==> config.mk <==
export PLATFORM = sky130hd
export DESIGN_NAME = dcache_wr_buffer
export DESIGN_NICKNAME = d
export VERILOG_FILES = /design/src/rtl/cpu_axi_pkg.sv /design/src/rtl/wb_addr_match.sv /design/src/rtl/dcache_wr_buffer.sv
export SDC_FILE = /design/constraint.sdc
export NUM_CORES = 1
export LEC_CHECK = 0
export BUFFER_PORTS_ARGS = -buffer_cell sky130_fd_sc_hd__buf_4
export CAP_MARGIN = 40
export CORE_UTILIZATION = 56
export CTS_CLUSTER_SIZE = 10
export DETAILED_ROUTE_END_ITERATION = 10
export HOLD_SLACK_MARGIN = 0.1
export PLACE_DENSITY = 0.85
export SLEW_MARGIN = 20
export SYNTH_ARGS = -nofsm -noshare
export SYNTH_HDL_FRONTEND = slang
export SYNTH_SLANG_ARGS = --single-unit
==> constraint.sdc <==
create_clock -name aclk -period 22.3 [get_ports aclk]
set_clock_uncertainty 0.05 [all_clocks]
set_input_delay 2.23 -clock aclk [delete_from_list [all_inputs] [get_ports aclk]]
set_output_delay 2.23 -clock aclk [all_outputs]
set_load 0.005 [all_outputs]
==> src/rtl/cpu_axi_pkg.sv <==
// Shared CPU <-> AXI bridge definitions: write type encodings and write-entry field layout.
// Used by the DCache, its posted write buffer and the bridge write path.
package cpu_axi_pkg;

   localparam logic [2:0] WR_TYPE_BYTE = 3'b000;
   localparam logic [2:0] WR_TYPE_HALF = 3'b001;
   localparam logic [2:0] WR_TYPE_WORD = 3'b010;
   localparam logic [2:0] WR_TYPE_LINE = 3'b100;

   localparam int LINE_OFF_W = 4;

   localparam int WR_TYPE_W = 3;
   localparam int WR_ADDR_W = 32;
   localparam int WR_STRB_W = 4;
   localparam int WR_DATA_W = 128;

   // Flattened entry layout, data in the low bits.
   localparam int ENTRY_DATA_LSB = 0;
   localparam int ENTRY_STRB_LSB = ENTRY_DATA_LSB + WR_DATA_W;
   localparam int ENTRY_ADDR_LSB = ENTRY_STRB_LSB + WR_STRB_W;
   localparam int ENTRY_TYPE_LSB = ENTRY_ADDR_LSB + WR_ADDR_W;
   localparam int ENTRY_W        = WR_TYPE_W + WR_ADDR_W + WR_STRB_W + WR_DATA_W;

endpackage

==> src/rtl/wb_addr_match.sv <==
// Purpose: flags a read whose line overlaps one buffered (or incoming) write entry.
// Latency: combinational.  Backpressure: none, pure compare.
module wb_addr_match
   import cpu_axi_pkg::*;
#(
   parameter int ADDR_W = 32
) (
   input  logic              vld,
   input  logic [2:0]        wr_type,
   input  logic [ADDR_W-1:0] entry_addr,
   input  logic [ADDR_W-1:0] chk_addr,
   output logic              hit
);

   // Reads are whole-line fills, so any write in the same line conflicts regardless
   // of its size or byte offset; type and low offset bits do not affect the result.
   logic unused_bits;
   assign unused_bits = ^{wr_type, entry_addr[LINE_OFF_W-1:0], chk_addr[LINE_OFF_W-1:0]};

   assign hit = vld && (entry_addr[ADDR_W-1:LINE_OFF_W] == chk_addr[ADDR_W-1:LINE_OFF_W]);

endmodule

==> src/rtl/dcache_wr_buffer.sv <==
// Purpose: posted FIFO of DCache line/single writes toward the AXI bridge, plus read hazard check.
// Latency: 1 cycle push-to-head (no bypass); rd_conflict and in_wr_rdy are combinational.
// Backpressure: in_wr_rdy low when full (a same-cycle pop does not free a slot); head held until out_wr_rdy.
module dcache_wr_buffer
   import cpu_axi_pkg::*;
#(
   parameter int DEPTH  = 2,
   parameter int ADDR_W = 32
) (
   input  logic              aclk,
   input  logic              aresetn,
   input  logic              in_wr_req,
   input  logic [2:0]        in_wr_type,
   input  logic [ADDR_W-1:0] in_wr_addr,
   input  logic [3:0]        in_wr_wstrb,
   input  logic [127:0]      in_wr_data,
   output logic              in_wr_rdy,
   output logic              out_wr_req,
   output logic [2:0]        out_wr_type,
   output logic [ADDR_W-1:0] out_wr_addr,
   output logic [3:0]        out_wr_wstrb,
   output logic [127:0]      out_wr_data,
   input  logic              out_wr_rdy,
   input  logic [ADDR_W-1:0] rd_chk_addr,
   output logic              rd_conflict,
   output logic              wb_empty
);

   localparam int PTR_W = $clog2(DEPTH);
   localparam logic [PTR_W-1:0] PTR_ONE  = 1;
   localparam logic [PTR_W:0]   CNT_ONE  = 1;
   localparam logic [PTR_W:0]   CNT_FULL = DEPTH;

   logic [PTR_W-1:0]  wr_ptr;
   logic [PTR_W-1:0]  rd_ptr;
   logic [PTR_W:0]    count;
   logic [DEPTH-1:0]  ent_vld;

   logic [2:0]        ent_type  [DEPTH];
   logic [ADDR_W-1:0] ent_addr  [DEPTH];
   logic [3:0]        ent_wstrb [DEPTH];
   logic [127:0]      ent_data  [DEPTH];

   logic              push;
   logic              pop;
   logic [DEPTH:0]    hit;

   // Gated by aresetn so nothing is accepted while the bridge is also held in reset.
   assign in_wr_rdy  = aresetn && (count != CNT_FULL);
   assign push       = in_wr_req && in_wr_rdy;
   assign out_wr_req = ent_vld[rd_ptr];
   assign pop        = out_wr_req && out_wr_rdy;
   assign wb_empty   = (count == '0);

   assign out_wr_type  = ent_type[rd_ptr];
   assign out_wr_addr  = ent_addr[rd_ptr];
   assign out_wr_wstrb = ent_wstrb[rd_ptr];
   assign out_wr_data  = ent_data[rd_ptr];

   always_ff @(posedge aclk or negedge aresetn) begin
      if (!aresetn) begin
         wr_ptr  <= '0;
         rd_ptr  <= '0;
         count   <= '0;
         ent_vld <= '0;
      end else begin
         if (pop) begin
            rd_ptr          <= rd_ptr + PTR_ONE;
            ent_vld[rd_ptr] <= 1'b0;
         end
         if (push) begin
            wr_ptr          <= wr_ptr + PTR_ONE;
            ent_vld[wr_ptr] <= 1'b1;
         end
         case ({push, pop})
            2'b10:   count <= count + CNT_ONE;
            2'b01:   count <= count - CNT_ONE;
            default: count <= count;
         endcase
      end
   end

   // Payload flops need no reset; they are only observed behind ent_vld.
   always_ff @(posedge aclk) begin
      if (push) begin
         ent_type[wr_ptr]  <= in_wr_type;
         ent_addr[wr_ptr]  <= in_wr_addr;
         ent_wstrb[wr_ptr] <= in_wr_wstrb;
         ent_data[wr_ptr]  <= in_wr_data;
      end
   end

   for (genvar i = 0; i < DEPTH; i++) begin : g_ent_match
      wb_addr_match #(.ADDR_W(ADDR_W)) u_match (
         .vld        (ent_vld[i]),
         .wr_type    (ent_type[i]),
         .entry_addr (ent_addr[i]),
         .chk_addr   (rd_chk_addr),
         .hit        (hit[i])
      );
   end

   // The write being accepted this cycle is not yet in the array but must still block the read.
   wb_addr_match #(.ADDR_W(ADDR_W)) u_push_match (
      .vld        (push),
      .wr_type    (in_wr_type),
      .entry_addr (in_wr_addr),
      .chk_addr   (rd_chk_addr),
      .hit        (hit[DEPTH])
   );

   assign rd_conflict = |hit;

endmodule

-- Word-level counts from Yosys, hierarchy flattened
Memories as Yosys holds them, arrays and structs flattened.
Cells that the tools add are included.
W data, S select, Z words.
- register bits: 6
- bits in latches: 0
- bits in writable memories: 334
- ROM bits: 0
- output and inout bits: 171
- logic and storage cells: 47
- memories kept: 4
- add/sub/neg operators: 4
- multiply operators: 0
- div/mod/pow operators: 0
- order comparisons: 4
- equal/unequal tests: 6
- shift operators: 0
- mux-type cells: 11
- bitwise logic cells: 3
- reduce and logical (&&, ||, !) cells: 11
- memories (memory ; depth ; bits a word ; rd ports ; clocked after memory_dff ; write ports ; line ; RTL):
    ent_data ; 2 ; 128 ; 1 ; 0 ; 1 ; dcache_wr_buffer.sv:42 ; logic [127:0] ent_data [DEPTH];
    ent_addr ; 2 ; 32 ; 3 ; 0 ; 1 ; dcache_wr_buffer.sv:40 ; logic [ADDR_W-1:0] ent_addr [DEPTH];
    ent_wstrb ; 2 ; 4 ; 1 ; 0 ; 1 ; dcache_wr_buffer.sv:41 ; logic [3:0] ent_wstrb [DEPTH];
    ent_type ; 2 ; 3 ; 1 ; 0 ; 1 ; dcache_wr_buffer.sv:39 ; logic [2:0] ent_type [DEPTH];
- operators with widths (operator ; number):
    $eq A28 B28 Y1 ; 3
    $logic_and A1 B1 Y1 ; 8
    $mux W1 ; 6
    $lt A1 B2 Y1 const B ; 2
    $mux W2 ; 2
    $pmux W2 S2 ; 1
    $reduce_or A3 Y1 ; 1
    $add A1 B1 Y1 const B ; 2
    $add A2 B1 Y2 const B ; 1
    $and A2 B2 Y2 ; 1
    $demux W1 S1 ; 2
    $eq A2 B1 Y1 const B ; 1
    $eq A2 B2 Y1 const B ; 1
    $ge A1 B1 Y1 const B ; 2
    $logic_not A2 Y1 ; 1
    $ne A2 B2 Y1 const B ; 1
    $not A2 Y2 ; 1
    $or A2 B2 Y2 ; 1
    $reduce_bool A2 Y1 ; 1
    $sub A2 B1 Y2 const B ; 1

-- Logic depth before layout (Yosys ltp)
Gate-level depths: netlist of the first run.
- word-level depth: 9
- gate-level depth with buffers: 7

-- Modules after synthesis
A second synthesis of the first run with hierarchy kept.
- cell total of the unflattened synthesis: 663
- area, all modules: 13631.8 um^2
- by module, submodules not included (module ; instances ; cells an instance ; area each (um^2)):
    dcache_wr_buffer ; 1 ; 549 ; 12697.2
    wb_addr_match ; 3 ; 38 ; 311.5

-- Least setup slack after synthesis of the first run
No wires, ideal clock.
- path type: input port to flip-flop
- start: input port in_wr_req
- end: memory ent_addr[0][0] (enable)
- library setup time: 0.696 ns
- arrival time: 9.259 ns
- required time: 21.554 ns
- setup slack: 12.295 ns
- stages: 2
- path buffers: 0
- cell sequence: nand3_4 -> nor2_1
- longest elaborated chain between the ends: 3
- ends and longest elaborated chain (element ; line ; RTL):
    start: declaration ; dcache_wr_buffer.sv:12 ; input logic in_wr_req,
    $logic_and A1 B1 Y1 ; dcache_wr_buffer.sv:50 ; assign push = in_wr_req && in_wr_rdy;
    $mux W1 ; dcache_wr_buffer.sv:85 ; if (push) begin
    $mux W1 (not written as such) ; dcache_wr_buffer.sv:87 ; ent_addr[wr_ptr] <= in_wr_addr;
    end: declaration ; dcache_wr_buffer.sv:40 ;
No other way between the ends.

-- Worst setup path after layout of the first run
- start: input port rd_chk_addr[30]
- end: output port rd_conflict
- longest elaborated chain between the ends: 3
- elaborated cells between the ends (all ways): 7
- ends and longest elaborated chain (element ; line ; RTL):
    start: declaration ; dcache_wr_buffer.sv:24 ; input logic [ADDR_W-1:0] rd_chk_addr,
    $eq A28 B28 Y1 ; wb_addr_match.sv:20 ; assign hit = vld && (entry_addr[ADDR_W-1:LINE_OFF_W] == chk_addr[ADDR_W-1:LINE_OFF_W]);
    $logic_and A1 B1 Y1 ; wb_addr_match.sv:20 ;
    $reduce_or A3 Y1 (*) ; dcache_wr_buffer.sv:112 ; assign rd_conflict = |hit;
    end: declaration ; dcache_wr_buffer.sv:25 ; output logic rd_conflict,
Mark *: on every way between the ends. The rest lies on a longest branch, timed or not.

==> qor.yml, run 1 <==
run_status:
  status: "complete, no violations"
clocking:
  cts_resized: 0
  post_cts_buffers: 0
  path_clk_slew_ns: 0.05
  numCtsBuffers: 40
  cts_tree: "yes"
  cts_sinks: 340
  clk_latency_ns: 0.51
  cts-root-buf: "clkbuf_16"
  cts-htree-levels: 2
  cts_buffer_depth: 3
  ctsHoldBuffers: 0
sta:
  fmax_ghz: 0.173
  hold_viol: 0
  finalSetupViolCount: 0
  min_period_ns: 5.78
  worst_pin_slew_ns: 0.827
  fin_ws_ns: 16.52
  final_max_slew_viol_count: 0
  fin_crit_sh_pct: 25.9
  max-slew-margin-rel_pct: 44.9
  rsz0062_at_grt: "false"
  tns_ns: 0
floorplan:
  pin_count: 374
  dieArea_mm2: 0.0243
  initial_core_util_pct: 57.8
  die_h_um: 156
  fp.coreArea_mm2: 0.0229
  fp.dieW_um: 156
  num_rows: 55
worst_hold_path:
  hold_start: "count[1]"
  hold_class: "flop to flop"
worst_setup_path:
  cp.arrival_ns: 3.50
  r2r-start: "rd_ptr"
  crit_type: "input pin to output pin"
  required_ns: 20.02
  critPathCaptureType: "output pin"
  cp_max_fo: 3
  worstSetupStartpointType: "input pin"
  critPathLaunch: "rd_chk_addr[30]"
power:
  power_frac_seq_pct: 43.7
  p_int_mw: 1.43
  power.density_mw_per_mm2: 109
  p_leak_nw: 6.53
  p_switching_uw: 497
  pwr-share-clk_pct: 29.1
  sw_frac_of_total_pct: 25.8
  ir_drop_uv: 79.1
  p_total_mw: 1.93
  comb_power_share_pct: 27.2
place:
  dp_slack_ns: 16.55
  place.detailed.hpwl_um: 20300
  port_buffers: 369
  gp_congestion: 0.863
yosys:
  synthArstFlopShare_pct: 1.76
  synth-edff-count: 334
  syn-num-nets: 868
  synth_ff_type: "edfxtp_1"
  avgSynthCellArea_um2: 20.0
  synth_top_area_share_pct: 75.7
  yosysTopAreaCell: "edfxtp_1"
  synth_cell_types: 25
  netlist_area_mm2: 0.0132
  yosysWarningCount: 0
  synth_top_cells_by_area: "edfxtp_1 (76%), mux2_2 (14%), xnor2_1 (3.6%), xor2_1 (2.2%), dfrtp_1 (1.1%)"
  ys_seq_area_share_pct: 76.8
  ys_seq_elements: 340
  syn_inst: 664
global_route:
  grt_pass1_wl_um: 43400
  overflow: 0
  grt_pass1_vias: 7993
  antenna_found_initial: 0
  grt_max_degree: 61
  grt_usage_pct: 24.2
detailed_routing:
  drt-pass1-iter-count: 4
  drtIter0Drc: 450
  drt_wl_total_um: 29900
  via_count: 7447
  postRouteAntennaNets: 0
  vias_per_cell: 5.37
  avgRoutedWirePerCell_um: 21.6
  drc: 0
finish:
  diodes: 0
  syn_to_final_growth_pct: 32.9
  nFillCells: 1297
  fin_util_pct: 76.8
  finalNetCount: 1271
  drive_gt1_share_pct: 55.8
run:
  maxCapViolCount: 0
[power groups by stage]
stage / Clock (mW) / Combinational [mW] / Sequential, mW
6_report: 0.561 / 0.523 / 0.842
3_5_place_dp: 0 / 0.520 / 0.853
3_3_place_gp: 0 / 0.505 / 0.849
5_1_grt: 0.592 / 0.553 / 0.849
4_1_cts: 0.572 / 0.526 / 0.842
2_1_floorplan: 0 / 0.269 / 0.844
[state kept, by name (all words and copies together), names as in the netlist]
| register | cells |
|---|---|
| ent_data | 256 |
| ent_addr | 64 |
| ent_wstrb | 8 |
| ent_type | 6 |
| count | 2 |
| ent_vld | 2 |
| rd_ptr | 1 |
| wr_ptr | 1 |
[cell families (layout without fill, tap and decap cells)]
| family | count (synthesis) | count (layout) | synth area share (%) |
|---|---|---|---|
| DFF | 340 | 340 | 76.8 |
| muxes | 167 | 167 | 14.2 |
| xor gates and xnor gates | 87 | 87 | 5.75 |
| and+or+nand+nor | 41 | 41 | 2.03 |
| buffers and inverters | 21 | 431 | 0.774 |
| AOI/OAI and AO/OA | 7 | 7 | 0.321 |
| adders and majority gates | 1 | 1 | 0.0944 |
[cell type report]
class	count	area (µm²)	share of cell area (%)
Sequential cell	340	10200	57.9
Multi-Input combinational cell	303	2980	16.9
Timing Repair Buffer	380	2950	16.7
Clock buffer	44	1020	5.77
Tap cell	313	392	2.22
Clock inverter	5	78.8	0.448
Inverter	2	7.51	0.0426
[final timing paths]
path,endpoint,slack (ns),cells past startpoint
max reg2reg,count[1],19.26,6
max in group asynchronous,rd_ptr,20.58,1
max,rd_conflict,16.52,7
min,count[1],0.50,1
min in group asynchronous,ent_vld[1],1.48,1
min reg2reg,count[1],0.50,1
[worst max-delay path: stages]
cell     delay, ns
buf_4         0.13
xnor2_1       0.28
nand4_1       0.17
nor4_1        0.28
nand4_1       0.14
nand3_1       0.14
buf_4         0.12
[layer usage]
metal,share of wire (%),global-route usage (%),vias up
li1,-,-,3383
met1,35,26.4,3652
met2,53,43.7,334
met3,7.9,6.86,78
met4,4.1,10.7,0
met5,0,0,-
[cells in the final DEF, fill, tap and decap left out, drive strengths merged]
cell / instances
nand3: 3
clkbuf: 44
bufinv: 1
clkinv: 2
nand2b: 2
and2: 2
nand4: 14
ha: 1
and3: 1
mux2: 167
xor2: 33
nand2: 4
edfxtp: 334
inv: 4
xnor2: 54
o2111ai: 1
nor4: 12
o21ai: 3
a31oi: 1
nor2: 3
buf: 380
dfrtp: 6
a21oi: 1
a21o: 1
[synthesized netlist by cell type, types with 2 or more instances]
library cell	number
edfxtp_1	334
mux2_2	167
xnor2_1	54
xor2_1	33
buf_2	19
nand4_1	14
nor4_1	10
dfrtp_1	6
nand2_1	4
nor2_1	3
o21ai_0	3
inv_1	2
nand3_1	2
nor4_2	2
[per-stage QoR]
stage                     hold slack [ns]  cell area, µm²  std cells
after floorplan                     0.424           13200        664
after global placement              0.475           16400       1333
after detailed placement            0.493           16500       1337
after CTS                           0.501           17600       1386
after global routing                0.508           17600       1387
final                               0.497           17600       1387
Note: power is estimated with default switching activity, not from simulation.
==> run 2, diff against run 1 <==
--- a/config.mk
+++ b/config.mk
@@ -7,11 +7,11 @@
 export LEC_CHECK = 0
 export BUFFER_PORTS_ARGS = -buffer_cell sky130_fd_sc_hd__buf_4
 export CAP_MARGIN = 40
-export CORE_UTILIZATION = 56
+export CORE_UTILIZATION = 47
 export CTS_CLUSTER_SIZE = 10
 export DETAILED_ROUTE_END_ITERATION = 10
 export HOLD_SLACK_MARGIN = 0.1
-export PLACE_DENSITY = 0.85
+export PLACE_DENSITY = 0.76
 export SLEW_MARGIN = 20
 export SYNTH_ARGS = -nofsm -noshare
 export SYNTH_HDL_FRONTEND = slang
==> constraint.sdc (replaced) <==
create_clock -name aclk -period 5.2 [get_ports aclk]
set_clock_uncertainty 0.05 [all_clocks]
set_input_delay 0.52 -clock aclk [delete_from_list [all_inputs] [get_ports aclk]]
set_output_delay 0.52 -clock aclk [all_outputs]
set_load 0.005 [all_outputs]
==> run 2 against run 1 <==
Effect of this change: wire length shrank 3.1%; utilization shrank 13 points; count of clock-buffer cells in the layout up 7; largest cell class unchanged; register-to-register slack worse by 17 ns; worst hold slack got worse by 0.36 ns; critical path depth is 3 lower; first-iteration DRC count shrank 20%; die area increased by 19%; power rose to 4.3 times the previous value; design area increased by 0.23%.
==> qor.yml, run 2 (synthesized netlist as in run 1, its figures left out) <==
clocking:
  cts_sinks: 340  # unchanged
  cts_buffer_depth: 3  # unchanged
  numCtsBuffers: 40  # unchanged
  post_cts_buffers: 0  # unchanged
  cts-root-buf: "clkbuf_16"
  cts_resized: 0  # unchanged
  clk_latency_ns: 0.51  # about the same
  cts_tree: "yes"
  cts-htree-levels: 2  # unchanged
  path_clk_slew_ns: 0.05  # about the same
global_route:
  grt_usage_pct: 19.3  # -4.9 points
  overflow: 0  # unchanged
  grt_max_degree: 108  # +77%
  grt_pass1_wl_um: 41800  # -3.8%
  grt_pass1_vias: 7632  # -4.5%
  antenna_found_initial: 2  # +2
sta:
  fin_crit_sh_pct: 60.6
  final_max_slew_viol_count: 0  # unchanged
  max-slew-margin-rel_pct: 47.8  # +3.0 points
  rsz0062_at_grt: "false"
  fmax_ghz: 0.317
  min_period_ns: 3.15
  hold_viol: 0  # unchanged
  worst_pin_slew_ns: 0.783  # -0.0444 ns
  tns_ns: 0  # unchanged
  finalSetupViolCount: 0  # unchanged
finish:
  finalNetCount: 1268  # -0.24%
  diodes: 0  # unchanged
  largest_reg_flops: 256  # unchanged
  fin_area_mm2: 0.0176  # +0.23%
  drive_gt1_share_pct: 55.1  # -0.67 points
  largest_register: "ent_data"
  syn_to_final_growth_pct: 33.2
  fin_util_pct: 63.5  # -13 points
  mostFrequentLayoutCells: "buf_4 (372), edfxtp_1 (334), mux2_2 (167)"
  nFillCells: 2055  # +58%
  final_common_cell: "buf_4"
  regArea_mm2: 0.0102  # unchanged
  fin_cells: 1456  # +5.0%
  biggestRegsByFlops: "ent_data x256, ent_addr x64, ent_wstrb x8"
  multi_input_area_mm2: 0.00298  # unchanged
floorplan:
  pin_count: 374  # unchanged
  dieArea_mm2: 0.0289  # +19%
  fp.coreArea_mm2: 0.0278  # +21%
  num_rows: 61  # +11%
  initial_core_util_pct: 47.7  # -10 points
  fp.dieW_um: 170  # +9.0%
  die_h_um: 170  # +9.0%
place:
  gp_congestion: 0.855  # -0.90%
  place_inst: 1399  # +4.6%
  place.detailed.hpwl_um: 19800  # -2.5%
  port_buffers: 369  # unchanged
  place_area_mm2: 0.0165  # +0.17%
power:
  ir_drop_uv: 322  # +310%
  p_leak_nw: 6.51  # -0.35%
  power.density_mw_per_mm2: 467  # +330%
worst_setup_path:
  crit_type: "flop to output pin"
  r2r_slack_ns: 2.67  # -16.59 ns
  required_ns: 4.63  # -15.39 ns
  worstSetupStartpointType: "flop"
  cp_max_fo: 41  # +38
  cp.arrival_ns: 2.58  # -0.92 ns
  critPathCaptureType: "output pin"
detailed_routing:
  via_count: 7300  # -2.0%
  drt_wl_total_um: 29000  # -3.1%
  drtIter0Drc: 361  # -20%
  avgRoutedWirePerCell_um: 19.9  # -7.7%
  vias_per_cell: 5.01  # -6.6%
  drc: 0  # unchanged
  drt-pass1-iter-count: 4  # unchanged
  postRouteAntennaNets: 0  # unchanged
run_status:
  status: "complete, no violations"
worst_hold_path:
  hold_class: "input pin to flop"
run:
  maxCapViolCount: 0  # unchanged
-- run 2: final timing paths --
kind / depth (start not counted) / start / end
max: 4 / rd_ptr / out_wr_data[73]
min: 1 / in_wr_data[39] / ent_data[1][39]
max reg2reg: 4 / count[0] / ent_data[1][6]
min reg2reg: 1 / ent_vld[1] / rd_ptr
max in group asynchronous: 2 / aresetn / rd_ptr
min in group asynchronous: 2 / aresetn / count[0]
-- run 2: stage by stage --
step | worst slack, ns | total power, mW | hold slack, ns
finish | 2.05 | 8.24 | 0.140
global route | 1.91 | 8.58 | 0.116
CTS | 1.98 | 8.34 | 0.112
detailed placement | 2.51 | 5.90 | 0.301
global placement | 2.38 | 5.86 | 0.298
floorplan | 0.0240 | 4.74 | 0.174
-- run 2: report_power, final --
group | internal [mW] | switching [mW]
combinational | 1.27 | 0.974
clock | 1.44 | 0.971
sequential | 3.42 | 0.160
total | 6.13 | 2.11
-- run 2: area by class of cell --
| class | count | share of cell area [%] |
|---|---|---|
| Multi-Input combinational cell | 303 | 16.9 |
| Clock buffer | 51 | 6.15 |
| Tap cell | 378 | 2.68 |
| Inverter | 2 | 0.0426 |
| Sequential cell | 340 | 57.7 |
| Timing Repair Buffer | 377 | 16.3 |
| Clock inverter | 5 | 0.177 |
-- run 2: layer usage --
metal	global-route usage, %	share of wire, %	up-vias
met1	21.5	37	3575
met4	5.72	2.0	4
met3	7.91	10	50
li1	-	-	3382
met5	0	0.079	-
met2	33.8	51	289
-- run 2: timing repair --
action,CTS,global route
endpoints found under the setup margin,0,0
endpoints found under the hold margin,6,0
hold buffers,1,0
-- run 2: critical path, stage by stage (launching register included) --
cell and delay, ns:
dfrtp_4 0.77, buf_12 0.32, buf_4 0.40, mux2_2 0.41, buf_4 0.14
==> run 3, diff against run 2 <==
==> constraint.sdc (replaced) <==
create_clock -name aclk -period 2.55 [get_ports aclk]
set_clock_uncertainty 0.05 [all_clocks]
set_input_delay 0.255 -clock aclk [delete_from_list [all_inputs] [get_ports aclk]]
set_output_delay 0.255 -clock aclk [all_outputs]
set_load 0.005 [all_outputs]
==> run 3 against run 2 <==
Effect of this change: via count increased by 12%; setup slack got worse by 1.9 ns; worst hold slack improved by 0.28 ns; sequential share of layout area decreased by 5.3 points; critical endpoint is now rd_conflict; largest cell class unchanged; largest power group unchanged; highest routed layer is now met4.
==> qor.yml, run 3 (synthesized netlist as in run 1, its figures left out) <==
clocking:
  path_clk_slew_ns: 0.05  # about the same
  cts_tree: "yes"
  cts_buffer_depth: 3  # unchanged
  cts-root-buf: "clkbuf_16"
  cts_sinks: 340  # unchanged
  clk_latency_ns: 0.51  # about the same
  cts-htree-levels: 2  # unchanged
  numCtsBuffers: 40  # unchanged
detailed_routing:
  drt_wl_total_um: 33600  # +16%
  vias_per_cell: 5.02  # about the same
  via_count: 8182  # +12%
  drtIter0Drc: 471  # +30%
  avgRoutedWirePerCell_um: 20.6  # +3.5%
  postRouteAntennaNets: 0  # unchanged
  drt-pass1-iter-count: 4  # unchanged
  drc: 0  # unchanged
worst_setup_path:
  worstSetupStartpointType: "input pin"
  required_ns: 2.25  # -2.38 ns
  cp_max_fo: 3  # -93%
  critPathLaunch: "in_wr_addr[14]"
  crit_type: "input pin to output pin"
  r2r-start: "count[0]"
  cp.arrival_ns: 2.05  # -0.53 ns
  critPathCaptureType: "output pin"
finish:
  fin_util_pct: 69.9  # +6.4 points
  final_common_cell: "buf_4"
  nFillCells: 1776  # -14%
  multi_input_area_mm2: 0.00299  # +0.21%
  mostFrequentLayoutCells: "buf_4 (376), edfxtp_1 (334), dlygate4sd3_1 (171)"
  biggestRegsByFlops: "ent_data x256, ent_addr x64, ent_wstrb x8"
  finalNetCount: 1444  # +14%
  largest_register: "ent_data"
  regArea_mm2: 0.0102  # unchanged
  largest_reg_flops: 256  # unchanged
  syn_to_final_growth_pct: 46.6
  drive_gt1_share_pct: 48.2  # -6.9 points
power:
  power.density_mw_per_mm2: 891  # +91%
  ir_drop_uv: 749  # +130%
  p_total_mw: 17.3  # +110%
  p_leak_nw: 7.26  # +12%
sta:
  fin_crit_sh_pct: 92.5
  whs_ns: 0.423  # +0.282 ns
  max-slew-margin-rel_pct: 61.7  # +14 points
  min_period_ns: 2.36
  hold_viol: 0  # unchanged
  tns_ns: 0  # unchanged
  final_max_slew_viol_count: 0  # unchanged
  finalSetupViolCount: 0  # unchanged
  worst_pin_slew_ns: 0.574  # -0.208 ns
  rsz0062_at_grt: "false"
  fmax_ghz: 0.424
floorplan:
  die_h_um: 170  # unchanged
  fp.coreArea_mm2: 0.0278  # unchanged
  fp.dieW_um: 170  # unchanged
  initial_core_util_pct: 47.7  # unchanged
  pin_count: 374  # unchanged
  dieArea_mm2: 0.0289  # unchanged
  num_rows: 61  # unchanged
global_route:
  grt_pass1_vias: 8971  # +18%
  overflow: 0  # unchanged
  grt_usage_pct: 22.9  # +3.6 points
  antenna_found_initial: 1  # -1
  grt_max_degree: 91  # -16%
  grt_pass1_wl_um: 49300  # +18%
worst_hold_path:
  hold_start: "in_wr_data[96]"
  hold_class: "input pin to flop"
run_status:
  status: "complete, no violations"
run:
  maxCapViolCount: 0  # unchanged
place:
  place.detailed.hpwl_um: 19800  # -0.14%
  port_buffers: 369  # unchanged
  gp_congestion: 0.863  # +1.0%
-- run 3: cell types whose count changed in the layout (fill, tap and decap cells not counted), sizes merged --
cell and delta:
dlygate4sd3 +170, inv +2, clkinv -3, buf +6
clkbuf -2, diode +1, bufinv +1
-- run 3: through the flow --
stage,area (µm²),std cells,setup WS [ns]
6_report,19400,1631,0.190
5_1_grt,19400,1631,0.0257
4_1_cts,19400,1630,0.117
3_5_place_dp,16600,1405,0.630
3_3_place_gp,16600,1405,0.638
2_1_floorplan,13300,664,-1.05
-- run 3: power by group --
part	switching [mW]	internal (mW)
combinational	2.24	2.81
clock	2.06	2.98
sequential	0.248	6.96
-- run 3: worst paths after layout --
check | cells after the start | slack [ns] | to
min reg2reg | 1 | 0.49 | count[0]
min | 2 | 0.42 | ent_data[0][96]
max | 8 | 0.19 | rd_conflict
min in group asynchronous | 3 | 0.71 | count[0]
max in group asynchronous | 3 | 1.49 | rd_ptr
max reg2reg | 4 | 0.64 | ent_data[1][11]
-- run 3: critical path: stages --
cell and delay [ns]:
dlygate4sd3_1 0.56, buf_4 0.15, xnor2_1 0.21, nand4_1 0.25, nor4_2 0.29, nand4_1 0.11, nand3_1 0.12, buf_4 0.12
-- run 3: what timing repair did --
| action | 4_1_cts | 5_1_grt |
|---|---|---|
| gates resized for setup | 0 | 1 |
| setup endpoints to repair | 0 | 1 |
| hold buffers | 171 | 0 |
| buffers inserted | 0 | 0 |
| endpoints found under the hold margin | 344 | 0 |
-- run 3: routing by layer --
layer	GRT usage, %	share of wire [%]	wire, µm	up-vias
li1	-	-	-	3733
met1	25.1	36	12200	4014
met2	41.1	52	17500	358
met3	7.44	8.7	2930	77
met4	8.50	3.2	1060	0
met5	0	0	0	-
-- run 3: area by class of cell --
cell class	instances	share of cell area [%]
timing repair buffer	553	24.0
sequential	340	52.4
clock inverter	5	0.290
tap	378	2.44
antenna	1	0.0129
clock buffer	49	5.44
inverter	2	0.0387
multi-input combinational	303	15.4
